<file path="src/rtl/rgb_shade_sequencer_pkg.sv">
// rtl/rgb_shade_sequencer_pkg.sv - shared widths, channel index and state types
package rgb_shade_sequencer_pkg;

  localparam int CH_W   = 8;
  localparam int PIX_W  = 24;
  localparam int PROD_W = 2 * CH_W;

  typedef enum logic [1:0] {
    CH_R = 2'd0,
    CH_G = 2'd1,
    CH_B = 2'd2
  } chan_idx_t;

  typedef enum logic [1:0] {
    IDLE  = 2'd0,
    ISSUE = 2'd1,
    DRAIN = 2'd2,
    OUT   = 2'd3
  } seq_state_t;

endpackage

</file>
<file path="src/rtl/rgb_multiplication.sv">
// rtl/rgb_multiplication.sv - registered 8x8 multiply returning the upper product byte
module rgb_multiplication
  import rgb_shade_sequencer_pkg::*;
(
  input  logic            clk,
  input  logic            start,
  input  logic [CH_W-1:0] a,
  input  logic [CH_W-1:0] b,
  output logic            valid,
  output logic [CH_W-1:0] result
);

  // No reset here: the sequencer filters valid by its own state.
  always_ff @(posedge clk) begin
    valid  <= start;
    result <= CH_W'((PROD_W'(a) * PROD_W'(b)) >> CH_W);
  end

endmodule

</file>
<file path="src/rtl/rgb_shade_sequencer.sv">
// rtl/rgb_shade_sequencer.sv - issues R/G/B to the shared multiplier and reassembles the shaded pixel
module rgb_shade_sequencer
  import rgb_shade_sequencer_pkg::*;
#(
  parameter bit AMBIENT_EN = 1'b1
) (
  input  logic             clk,
  input  logic             rst,
  input  logic             in_valid,
  output logic             in_ready,
  input  logic [PIX_W-1:0] in_color,
  input  logic [CH_W-1:0]  in_intensity,
  input  logic [CH_W-1:0]  in_ambient,
  output logic             out_valid,
  input  logic             out_ready,
  output logic [PIX_W-1:0] out_color,
  output logic             busy
);

  seq_state_t       r_state;
  seq_state_t       w_next;
  chan_idx_t        r_issue_idx;
  chan_idx_t        r_cap_idx;
  logic [PIX_W-1:0] r_color;
  logic [CH_W-1:0]  r_intensity;
  logic [CH_W-1:0]  r_ambient;
  logic [PIX_W-1:0] r_out_color;

  logic             w_issue;
  logic             w_cap;
  logic             w_mul_start;
  logic             w_mul_valid;
  logic [CH_W-1:0]  w_mul_a;
  logic [CH_W-1:0]  w_mul_result;
  logic [CH_W:0]    w_sum;
  logic [CH_W-1:0]  w_cap_val;

  assign w_mul_start = w_issue && !rst;

  rgb_multiplication u_mult (
    .clk    (clk),
    .start  (w_mul_start),
    .a      (w_mul_a),
    .b      (r_intensity),
    .valid  (w_mul_valid),
    .result (w_mul_result)
  );

  // Carry out of the 9-bit sum means the channel clips to full scale.
  assign w_sum     = {1'b0, w_mul_result} + {1'b0, r_ambient};
  assign w_cap_val = AMBIENT_EN ? (w_sum[CH_W] ? {CH_W{1'b1}} : w_sum[CH_W-1:0])
                                : w_mul_result;

  always_comb begin
    w_next  = r_state;
    w_issue = 1'b0;
    w_mul_a = '0;
    w_cap   = w_mul_valid && ((r_state == ISSUE) || (r_state == DRAIN));
    case (r_issue_idx)
      CH_R:    w_mul_a = r_color[2*CH_W +: CH_W];
      CH_G:    w_mul_a = r_color[CH_W +: CH_W];
      default: w_mul_a = r_color[0 +: CH_W];
    endcase
    case (r_state)
      IDLE: begin
        if (in_valid) w_next = ISSUE;
      end
      ISSUE: begin
        w_issue = 1'b1;
        if (r_issue_idx == CH_B) w_next = DRAIN;
      end
      DRAIN: begin
        if (w_cap && (r_cap_idx == CH_B)) w_next = OUT;
      end
      default: begin
        if (out_ready) w_next = IDLE;
      end
    endcase
  end

  always_ff @(posedge clk) begin
    if (rst) r_state <= IDLE;
    else     r_state <= w_next;
  end

  always_ff @(posedge clk) begin
    if (rst) begin
      r_color     <= '0;
      r_intensity <= '0;
      r_ambient   <= '0;
      r_issue_idx <= CH_R;
      r_cap_idx   <= CH_R;
      r_out_color <= '0;
    end else begin
      if ((r_state == IDLE) && in_valid) begin
        r_color     <= in_color;
        r_intensity <= in_intensity;
        r_ambient   <= in_ambient;
        r_issue_idx <= CH_R;
        r_cap_idx   <= CH_R;
      end
      if ((r_state == ISSUE) && (r_issue_idx != CH_B))
        r_issue_idx <= chan_idx_t'(r_issue_idx + 2'd1);
      if (w_cap) begin
        case (r_cap_idx)
          CH_R:    r_out_color[2*CH_W +: CH_W] <= w_cap_val;
          CH_G:    r_out_color[CH_W +: CH_W]   <= w_cap_val;
          default: r_out_color[0 +: CH_W]      <= w_cap_val;
        endcase
        if (r_cap_idx != CH_B) r_cap_idx <= chan_idx_t'(r_cap_idx + 2'd1);
      end
    end
  end

  assign in_ready  = (r_state == IDLE);
  assign out_valid = (r_state == OUT);
  assign out_color = r_out_color;
  assign busy      = (r_state != IDLE);

endmodule

</file>
<file path="config.mk">
export PLATFORM = sky130hd
export DESIGN_NAME = rgb_shade_sequencer
export DESIGN_NICKNAME = d
export VERILOG_FILES = /design/src/rtl/rgb_shade_sequencer_pkg.sv /design/src/rtl/rgb_multiplication.sv /design/src/rtl/rgb_shade_sequencer.sv
export SDC_FILE = /design/constraint.sdc
export NUM_CORES = 1
export LEC_CHECK = 0
export BUFFER_PORTS_ARGS = -buffer_cell sky130_fd_sc_hd__buf_2
export CELL_PAD_IN_SITES_DETAIL_PLACEMENT = 0
export CELL_PAD_IN_SITES_GLOBAL_PLACEMENT = 1
export CORE_MARGIN = 1
export CORE_UTILIZATION = 30
export DETAILED_ROUTE_END_ITERATION = 8
export PLACE_DENSITY = 0.62
export SETUP_SLACK_MARGIN = 0.4
export SYNTH_ARGS = -nofsm -noshare
export SYNTH_HDL_FRONTEND = slang
export SYNTH_SLANG_ARGS = --single-unit
</file>
<file path="constraint.sdc">
create_clock -name clk -period 6.25 [get_ports clk]
set_clock_uncertainty 0.2 [all_clocks]
set_input_delay 0.9375 -clock clk [delete_from_list [all_inputs] [get_ports clk]]
set_output_delay 0.9375 -clock clk [all_outputs]
set_load 0.1 [all_outputs]
</file>
==> impl_metrics.csv, run 1 <==
group,metric,value,unit
clock_tree,path_clk_slew,60,ps
clock_tree,cts_max_level,3,
floorplan,rows,47,
cells_and_area,post-route-util,0.3645,
pwr,p_leak,0.002925,uW
sta,post-route-min-period,5533,ps
clock_tree,cts_tree,"built",
global_routing,grt-ovfl-total,0,
pwr,p_per_area,317.9,nW/um^2
global_routing,grt_pass1_wl,20.71,mm
cells_and_area,num_antenna_cells,0,
floorplan,dieHeight,133.7,um
global_routing,grt_pass1_vias,4309,
clock_tree,clockBufferDepth,2,
critical_path,r2r_start,"r_issue_idx[1]$_SDFFE_PP0P_",
placement,dpl_cell_area,5754,um^2
drt,drtPass1Iterations,6,
sta,max_freq,180.7,MHz
floorplan,fp.dieW,133.7,um
pwr,ir_drop,0.0002019,V
cells_and_area,area_delta_synth_final,17.33,%
floorplan,start_util,0.3106,
global_routing,grt_usage,0.1470,
yosys,synth_ff_type,"dfxtp_1",
sta,relSlewSlack,0.2963,
run_status,status,"finished, final reports clean",
job,maxCapViolations,0,
critical_path,worstPathRequired,6260,ps
yosys,synth-edff-count,0,
cells_and_area,drive_above_1_share,0.1448,
drt,vias,4238,
sta,worst_slew_pin_slew,1050,ps
yosys,synthCells,612,
sta,hold-worst-slack,259.0,ps
cells_and_area,num-fill-cells,1798,
yosys,async_flop_share,0,
critical_path,critPathKind,"reg2reg",
clock_tree,cts_buffers,9,
critical_path,critPathArrivalTime,5540,ps
yosys,seq_area_frac_synth,0.3038,
critical_path,critPathLaunchType,"register",
yosys,synthDistinctLibCells,47,
drt,drc,0,
worst_hold_path,min_from,"r_color[9]$_SDFFE_PP0P_",
placement,portBuffers,70,
clock_tree,root_buffer,"clkbuf_16",
sta,period_share,0.8852,
critical_path,setup.worst_path.end_class,"register",
yosys,ys_ff_latch,79,
sta,setup_viol,0,
sta,rsz0062_at_grt,"no",
sta,final-hold-violation-count,0,
drt,ant_nets,0,
drt,wirelength,12.45,mm
sta,tns,0,ps
placement,place.gp.congestion,0.8215,
cells_and_area,final_area,6108,um^2
global_routing,grt_start_max_net_pins,73,
placement,dp_hpwl,9.511,mm
drt,avgRoutedWirePerCell,13.88,um
yosys,avgSynthCellArea,8.507,um^2
yosys,synth_area_leaders,"dfxtp_1 30%, fa_1 14%, ha_1 12%, nand2_1 8.1%, and2_1 6.0%",
yosys,synth_warnings,0,
global_routing,antenna_found_initial,0,
cells_and_area,final_nets,800,
drt,viasPerCell,4.725,
yosys,synth_top_area_share,0.3038,
floorplan,die_area,17890,um^2
sta,drv_slew,0,
critical_path,cp-startpoint,"r_issue_idx[1]$_SDFFE_PP0P_",
critical_path,worst-path-max-fanout,11,
yosys,syn_area,5206,um^2
drt,drtIter0Drc,154,
clock_tree,clock_latency,340,ps
floorplan,core_area,16760,um^2
yosys,syn-num-nets,740,
yosys,synth_top_cell_by_area,"dfxtp_1",
clock_tree,clkSinkCount,79,
worst_hold_path,hold_path_class,"reg2reg",
floorplan,num_io_pins,71,
-- final cells by class --
type,instances,area [um^2],area share
clock buffer,10,229.0,0.03748
multi-input combinational,453,3322,0.5438
sequential,79,1582,0.2589
clock inverter,6,117.6,0.01925
tap,220,275.3,0.04506
inverter,56,210.2,0.03441
timing repair buffer,73,372.9,0.06104
-- through the flow --
stage | worst slack [ps] | total power, uW | instances
floorplan | 925.6 | 1179 | 612
global placement | 793.3 | 1338 | 881
detailed placement | 691.6 | 1358 | 881
CTS | 693.7 | 1983 | 897
global route | 412.2 | 2084 | 897
finish | 717.2 | 1942 | 897
-- cell usage after synthesis, drive strengths merged (2+ instances only) --
library cell / count
or2: 2
inv: 56
o211ai: 2
nand2: 113
xnor2: 7
and2: 50
o21ai: 8
o21a: 2
nor3: 7
nand3: 3
nor2: 43
dfxtp: 79
and3: 2
o21bai: 2
a22oi: 9
ha: 48
xor2: 3
nand2b: 5
a21o: 10
a211oi: 25
a31oi: 5
nor3b: 5
a21oi: 50
fa: 36
nor2b: 2
buf: 3
clkbuf: 21
-- worst paths after layout --
| check | endpoint | slack (ps) | cells past startpoint |
|---|---|---|---|
| worst max-delay path | u_mult.result[7]$_DFF_P_ | 720 | 18 |
| worst max register to register | u_mult.result[7]$_DFF_P_ | 720 | 18 |
| worst min register to register | r_color[9]$_SDFFE_PP0P_ | 260 | 2 |
| worst min-delay path | r_color[9]$_SDFFE_PP0P_ | 260 | 2 |
-- logic make-up after synthesis --
logic type / synth area share
flip-flops: 0.3038
AO/OA/AOI/OAI: 0.1531
buffers and inverters: 0.05960
XOR/XNOR: 0.01682
AND/OR/NAND/NOR: 0.2110
adder cells (fa/ha/maj): 0.2538
multiplexers: 0.001923
-- power breakdown --
group	total [uW]	leakage [uW]	switching, uW	internal (uW)
logic	690	0.00212	479	211
registers	642	0.000644	62.3	579
clock network	610	0.000165	217	394
-- state kept, by name, summed over array words and instances (netlist names) --
name           cells
r_ambient          8
r_color           24
r_state            2
r_intensity        8
r_cap_idx          2
u_mult.result      8
r_issue_idx        2
u_mult.valid       1
out_color         24
-- worst max-delay path, cell delays in order (launching register included) --
cell	delay, ps
dfxtp_1	360
inv_1	70
ha_1	310
a22o_1	290
or2_2	370
and2_1	200
fa_1	510
fa_1	520
fa_1	550
inv_1	50
fa_1	530
inv_1	40
ha_1	340
a21o_1	220
and4_1	190
a31oi_1	180
o21ai_2	120
nor4_1	290
a311oi_1	80
-- placed cells by master, fill, tap and decap left out, types with 2 or more instances in the layout --
| master | synthesis | final |
|---|---|---|
| ha_1 | 48 | 48 |
| a31oi_1 | 5 | 5 |
| nand2b_1 | 5 | 5 |
| nor3b_1 | 4 | 4 |
| a211oi_1 | 23 | 23 |
| o21ai_2 | 2 | 2 |
| nand3_1 | 3 | 3 |
| xor2_1 | 3 | 3 |
| nor3_1 | 6 | 6 |
| or2_2 | 2 | 2 |
| xnor2_1 | 7 | 7 |
| o21a_1 | 2 | 2 |
| and2_1 | 50 | 50 |
| a21oi_1 | 50 | 50 |
| o21ai_0 | 6 | 6 |
| buf_2 | 2 | 70 |
| nor2b_1 | 2 | 2 |
| bufinv_16 | 0 | 3 |
| a21o_1 | 10 | 10 |
| fa_1 | 36 | 36 |
| and3_1 | 2 | 2 |
| o211ai_1 | 2 | 2 |
| nand2_1 | 113 | 113 |
| inv_1 | 56 | 56 |
| a22oi_1 | 9 | 9 |
| dfxtp_1 | 79 | 79 |
| nor2_1 | 43 | 43 |
| buf_4 | 0 | 3 |
| clkbuf_16 | 0 | 9 |
-- what timing repair did --
item	in CTS	in global routing
resized for setup	0	1
hold buffers	0	0
buffers inserted	0	0
setup endpoints to repair	0	1
-- layer usage --
metal  vias up  part of all wire  GRT usage  routed length (um)
met3        11             0.037    0.03387                 462
met1      2007              0.47     0.1813                5806
met4         0             0.010    0.03851                 125
li1       2141                 -          -                   -
met2        79              0.49     0.2553                6060
met5         -                 0          0                   0
No activity file was read; power rests on OpenSTA's default activity.
==> inputs of run 2 (changes only) <==
- BUFFER_PORTS_ARGS: -buffer_cell sky130_fd_sc_hd__buf_2 -> default
- DONT_BUFFER_PORTS: default -> 1
- PLACE_DENSITY: 0.62 -> 0.57
- clock period: 6.25 -> 5.7 ns (I/O delays scaled with it)
==> run 2 against run 1 <==
Combinational power increased by 7.8%. Maximum frequency is 7.9% higher. Clock power fell by 8.9%. Hold slack worse by 9.1 ps. Global-route usage grew 0.082 points. Clock-buffer cell count shrank 1. Total power is 6.3% higher. Non-clock buffer count fell by 63. Critical endpoint unchanged. Highest routed layer unchanged.
==> impl_metrics.csv, run 2 (synthesis gave the netlist of run 1 again) <==
group,metric,value,unit
cells_and_area,stdcell_count,834,
pwr,intPower,1194,uW
placement,dpl.cell_count,812,
clock_tree,clockBufferDepth,2,
drt,viasPerCell,4.892,
placement,dpl_cell_area,5411,um^2
clock_tree,path_clk_slew,70,ps
run_status,status,"finished, final reports clean",
critical_path,critPathKind,"reg2reg",
cells_and_area,drive_above_1_share,0.1010,
pwr,ir_drop,0.0001706,V
clock_tree,cts_buffers,9,
critical_path,cp_slowest_cell,"fa_1",
sta,fin_ws,570.4,ps
floorplan,num_io_pins,71,
pwr,p_seq_frac,0.370,
clock_tree,cts_tree,"built",
critical_path,critPathLaunchType,"register",
cells_and_area,final_area,5893,um^2
sta,setup_viol,0,
cells_and_area,final_common_cell,"nand2_1",
drt,drtIter0Drc,162,
sta,period_share,0.8999,
placement,portBuffers,0,
drt,wirelength,12.42,mm
global_routing,antenna_found_initial,0,
global_routing,grt_start_max_net_pins,73,
placement,pre_cts_slack,171.3,ps
sta,relSlewSlack,0.2830,
sta,final-hold-violation-count,0,
critical_path,setup.worst_path.end_class,"register",
sta,worst_slew_pin_slew,1076,ps
critical_path,worst-path-max-fanout,8,
global_routing,grt_usage,0.1478,
floorplan,die_area,17890,um^2
critical_path,critPathArrivalTime,5150,ps
clock_tree,ctsHoldBuffers,0,
global_routing,grt_pass1_wl,20.76,mm
clock_tree,cts_max_level,3,
sta,rsz0062_at_grt,"no",
cells_and_area,num_antenna_cells,0,
worst_hold_path,hold_path_class,"reg2reg",
critical_path,path_buf_inv,4,
pwr,p_per_area,350.3,nW/um^2
cells_and_area,area_delta_synth_final,13.19,%
critical_path,worstPathCellList,"inv_2, ha_4, buf_6, nor3b_2, or2_4, and2_1, fa_1, fa_1, fa_1, inv_1, fa_1, inv_1, ha_4, a21o_1, and4_1, a31oi_1, o21ai_2, nor4_2, a311oi_1",
critical_path,worstPathRequired,5720,ps
drt,drc,0,
clock_tree,clkSinkCount,79,
clock_tree,root_buffer,"clkbuf_16",
pwr,combPwrFrac,0.360,
clock_tree,clock_latency,350,ps
sta,drv_slew,0,
cells_and_area,num-fill-cells,1773,
critical_path,critPathMostFrequentCell,"fa_1",
pwr,p_total,2064,uW
sta,tns,0,ps
floorplan,start_util,0.3106,
pwr,clkPwrFrac,0.269,
sta,max_freq,194.9,MHz
cells_and_area,layout_common_cells,"108 x nand2_1, 77 x dfxtp_1, 54 x inv_1",
floorplan,dieHeight,133.7,um
critical_path,cpLargestDelayFamily,"adder cells",
placement,dp_hpwl,9.306,mm
critical_path,max_stage_delay,560,ps
drt,ant_nets,0,
pwr,p_leak,0.002614,uW
pwr,p_switching,869.9,uW
global_routing,grt_pass1_vias,4161,
pwr,p_sw_frac,0.4214,
drt,vias,4080,
floorplan,core_area,16760,um^2
floorplan,fp.dieW,133.7,um
floorplan,rows,47,
drt,avgRoutedWirePerCell,14.90,um
sta,post-route-min-period,5130,ps
drt,drtPass1Iterations,4,
placement,place.gp.congestion,0.8179,
job,maxCapViolations,0,
global_routing,grt-ovfl-total,0,
cells_and_area,final_nets,737,
## run 2: worst register-to-register path: cells and delay by family, from the launching register on
family,cells,cell delay (ps)
AOI/OAI and AO/OA,4,550
adders and majority gates,6,2550
buffers and inverters,4,360
DFF,1,330
and+or+nand+nor,5,1000
## run 2: area by class of cell
type,count,area [um^2],share of cell area
clock buffer,9,225.2,0.03822
clock inverter,7,56.30,0.009554
tap,220,275.3,0.04671
sequential,79,1584,0.2688
inverter,56,212.7,0.03609
multi-input combinational,453,3457,0.5866
timing repair buffer,10,82.58,0.01401
## run 2: per-layer routing
layer | vias up | GRT usage | wire length (um)
met5 | - | 0 | 0
met4 | 0 | 0.06124 | 395
met3 | 23 | 0.03691 | 477
met2 | 68 | 0.2424 | 5872
met1 | 1970 | 0.1839 | 5678
li1 | 2019 | - | -
## run 2: power by group through the flow
stage               logic [uW]  clock network, uW  registers (uW)
CTS                        707                575             763
global route               844                601             776
finish                     744                556             765
detailed placement         689                  0             773
global placement           672                  0             772
floorplan                  549                  0             743
## run 2: through the flow
stage	hold WS, ps	utilization
after floorplan	231.5	-
after global placement	244.3	0.3229
after detailed placement	238.7	0.3229
after CTS	248.8	0.3421
after global routing	268.1	0.3516
final	249.9	0.3516
## run 2: what timing repair did
action	CTS	global route
endpoints found under the setup margin	6	6
endpoints found under the hold margin	0	0
pin swaps	1	10
resized for setup	9	30
setup buffers	0	6
## run 2: final timing paths
path         cells past startpoint                  endpoint  slack, ps                   startpoint
max                             19  u_mult.result[7]$_DFF_P_        570  r_issue_idx[1]$_SDFFE_PP0P_
min                              2   r_color[1]$_SDFFE_PP0P_        250      r_color[1]$_SDFFE_PP0P_
max reg2reg                     19  u_mult.result[7]$_DFF_P_        570  r_issue_idx[1]$_SDFFE_PP0P_
min reg2reg                      2   r_color[1]$_SDFFE_PP0P_        250      r_color[1]$_SDFFE_PP0P_
==> inputs of run 3 (changes only) <==
- CORE_UTILIZATION: 30 -> 48
- HOLD_SLACK_MARGIN: default -> 0.1
- PLACE_DENSITY: 0.57 -> default
- PLACE_DENSITY_LB_ADDON: default -> 0.12
==> run 3 against run 2 <==
Design area fell by 3.9%. Combinational power fell by 5.1%. Flip-flop and latch count did not move. Setup slack improved by 25 ps. Die area fell by 37%. Register-to-register slack improved by 30 ps. Sequential share of layout area rose by 1.1 points. Sequential power fell by 0.7%. Clock power fell by 8.8%. First-iteration DRC count fell by 13%. Largest cell class unchanged. Largest power group unchanged.
==> impl_metrics.csv, run 3 (synthesis gave the netlist of run 1 again) <==
group,metric,value,unit
run_status,status,"finished, final reports clean",
floorplan,num_io_pins,71,
cells_and_area,drive_above_1_share,0.08674,
cells_and_area,area_delta_synth_final,8.820,%
sta,rsz0062_at_grt,"yes",
sta,post-route-min-period,5104,ps
drt,avgRoutedWirePerCell,15.71,um
clock_tree,clock_latency,370,ps
global_routing,grt_start_max_net_pins,73,
pwr,p_leak,0.002587,uW
critical_path,reg2regPathDepth,19,
critical_path,critPathArrivalTime,5160,ps
placement,place.gp.congestion,0.8435,
drt,viasPerCell,5.402,
critical_path,worst-path-stages,19,
worst_hold_path,hold_path_class,"reg2reg",
clock_tree,clkSinkCount,79,
critical_path,max_stage_delay,540,ps
cells_and_area,final_area,5665,um^2
global_routing,grt_pass1_wl,19.07,mm
sta,setup_viol,0,
critical_path,cpLargestDelayFamily,"adder cells",
pwr,ir_drop,0.0001850,V
global_routing,antenna_found_initial,0,
cells_and_area,layout_common_cells,"109 x nand2_1, 77 x dfxtp_1, 54 x inv_1",
sta,period_share,0.8955,
drt,drc,0,
global_routing,grt_usage,0.2161,
job,maxCapViolations,0,
global_routing,grt-ovfl-total,0,
placement,dpl_cell_area,5306,um^2
sta,fin_ws,595.6,ps
critical_path,worstPathRequired,5760,ps
pwr,p_per_area,348.2,nW/um^2
clock_tree,clockBufferDepth,2,
cells_and_area,final_common_cell,"nand2_1",
drt,vias,4035,
critical_path,setup.worst_path.end_class,"register",
clock_tree,ctsHoldBuffers,0,
drt,drtIter0Drc,141,
placement,pre_cts_slack,186.7,ps
placement,dp_hpwl,8.725,mm
floorplan,die_area,11270,um^2
critical_path,critPathMostFrequentCell,"fa_1",
critical_path,cp_slowest_cell,"fa_1",
drt,drtPass1Iterations,4,
sta,tns,0,ps
critical_path,worst-path-max-fanout,8,
floorplan,fp.dieW,106.1,um
cells_and_area,final_nets,734,
placement,portBuffers,0,
floorplan,core_area,10420,um^2
drt,wirelength,11.74,mm
worst_hold_path,hold_depth,2,
critical_path,critPathLaunchType,"register",
sta,final-hold-violation-count,0,
sta,worst_slew_pin_slew,1060,ps
global_routing,grt_pass1_vias,3960,
clock_tree,root_buffer,"clkbuf_8",
sta,max_freq,195.9,MHz
floorplan,start_util,0.4998,
sta,drv_slew,0,
critical_path,path_buf_inv,4,
clock_tree,cts_max_level,3,
clock_tree,cts_tree,"built",
clock_tree,cts_buffers,9,
critical_path,worstPathCellList,"inv_2, ha_4, buf_4, nor3b_2, or2_4, and2_1, fa_2, fa_1, inv_1, fa_1, inv_1, fa_1, ha_1, o2111a_1, o21a_1, a211oi_4, o21bai_2, a21o_1, xor2_1",
floorplan,dieHeight,106.1,um
critical_path,critPathKind,"reg2reg",
floorplan,rows,37,
sta,relSlewSlack,0.2931,
drt,ant_nets,0,
cells_and_area,num_antenna_cells,0,
clock_tree,path_clk_slew,90,ps
[run 3: metrics by stage]
step | instances | util | power [uW] | hold WS (ps)
finish | 747 | 0.5439 | 1973 | 258.6
floorplan | 612 | - | 1292 | 231.5
global placement | 728 | 0.5094 | 1428 | 240.9
CTS | 744 | 0.5366 | 1973 | 255.6
global route | 747 | 0.5439 | 2110 | 281.7
detailed placement | 728 | 0.5094 | 1447 | 240.4
[run 3: layout make-up]
| type | count | area [um^2] |
|---|---|---|
| clock buffers | 10 | 137.6 |
| clock inverters | 6 | 100.1 |
| fillers | 1017 | 4751 |
| inverters | 56 | 210.2 |
| multi-input cells | 453 | 3407 |
| flip-flops and latches | 79 | 1584 |
| well taps | 136 | 170.2 |
| repair buffers | 7 | 56.30 |
[run 3: tightest hold or removal path, stage by stage (launching register included)]
cell and delay, ps:
dfxtp_1 320, nand2_1 50, a21oi_1 50
[run 3: final timing paths]
path,startpoint,end,slack [ps]
setup / recovery,r_issue_idx[1]$_SDFFE_PP0P_,u_mult.result[3]$_DFF_P_,600
setup reg to reg,r_issue_idx[1]$_SDFFE_PP0P_,u_mult.result[3]$_DFF_P_,600
hold reg to reg,r_color[12]$_SDFFE_PP0P_,r_color[12]$_SDFFE_PP0P_,260
hold / removal,r_color[12]$_SDFFE_PP0P_,r_color[12]$_SDFFE_PP0P_,260
[run 3: what timing repair did]
action / CTS / global route
buffers inserted: 0 / 3
endpoints found under the setup margin: 6 / 6
hold endpoints to repair: 0 / 0
pin swaps: 1 / 9
gates resized for setup: 10 / 20
[run 3: per-layer routing]
layer / part of all wire / GRT usage / vias to the layer above / wire length (um)
met1: 0.46 / 0.2818 / 1948 / 5426
met3: 0.041 / 0.04353 / 11 / 480
met2: 0.49 / 0.3636 / 71 / 5718
met5: 0 / 0 / - / 0
li1: - / - / 2005 / -
met4: 0.0095 / 0.05655 / 0 / 112
[run 3: where the power goes]
group	internal (uW)	switching (uW)
Clock	267	239
Combinational	242	464
Sequential	635	125
Total	1140	829
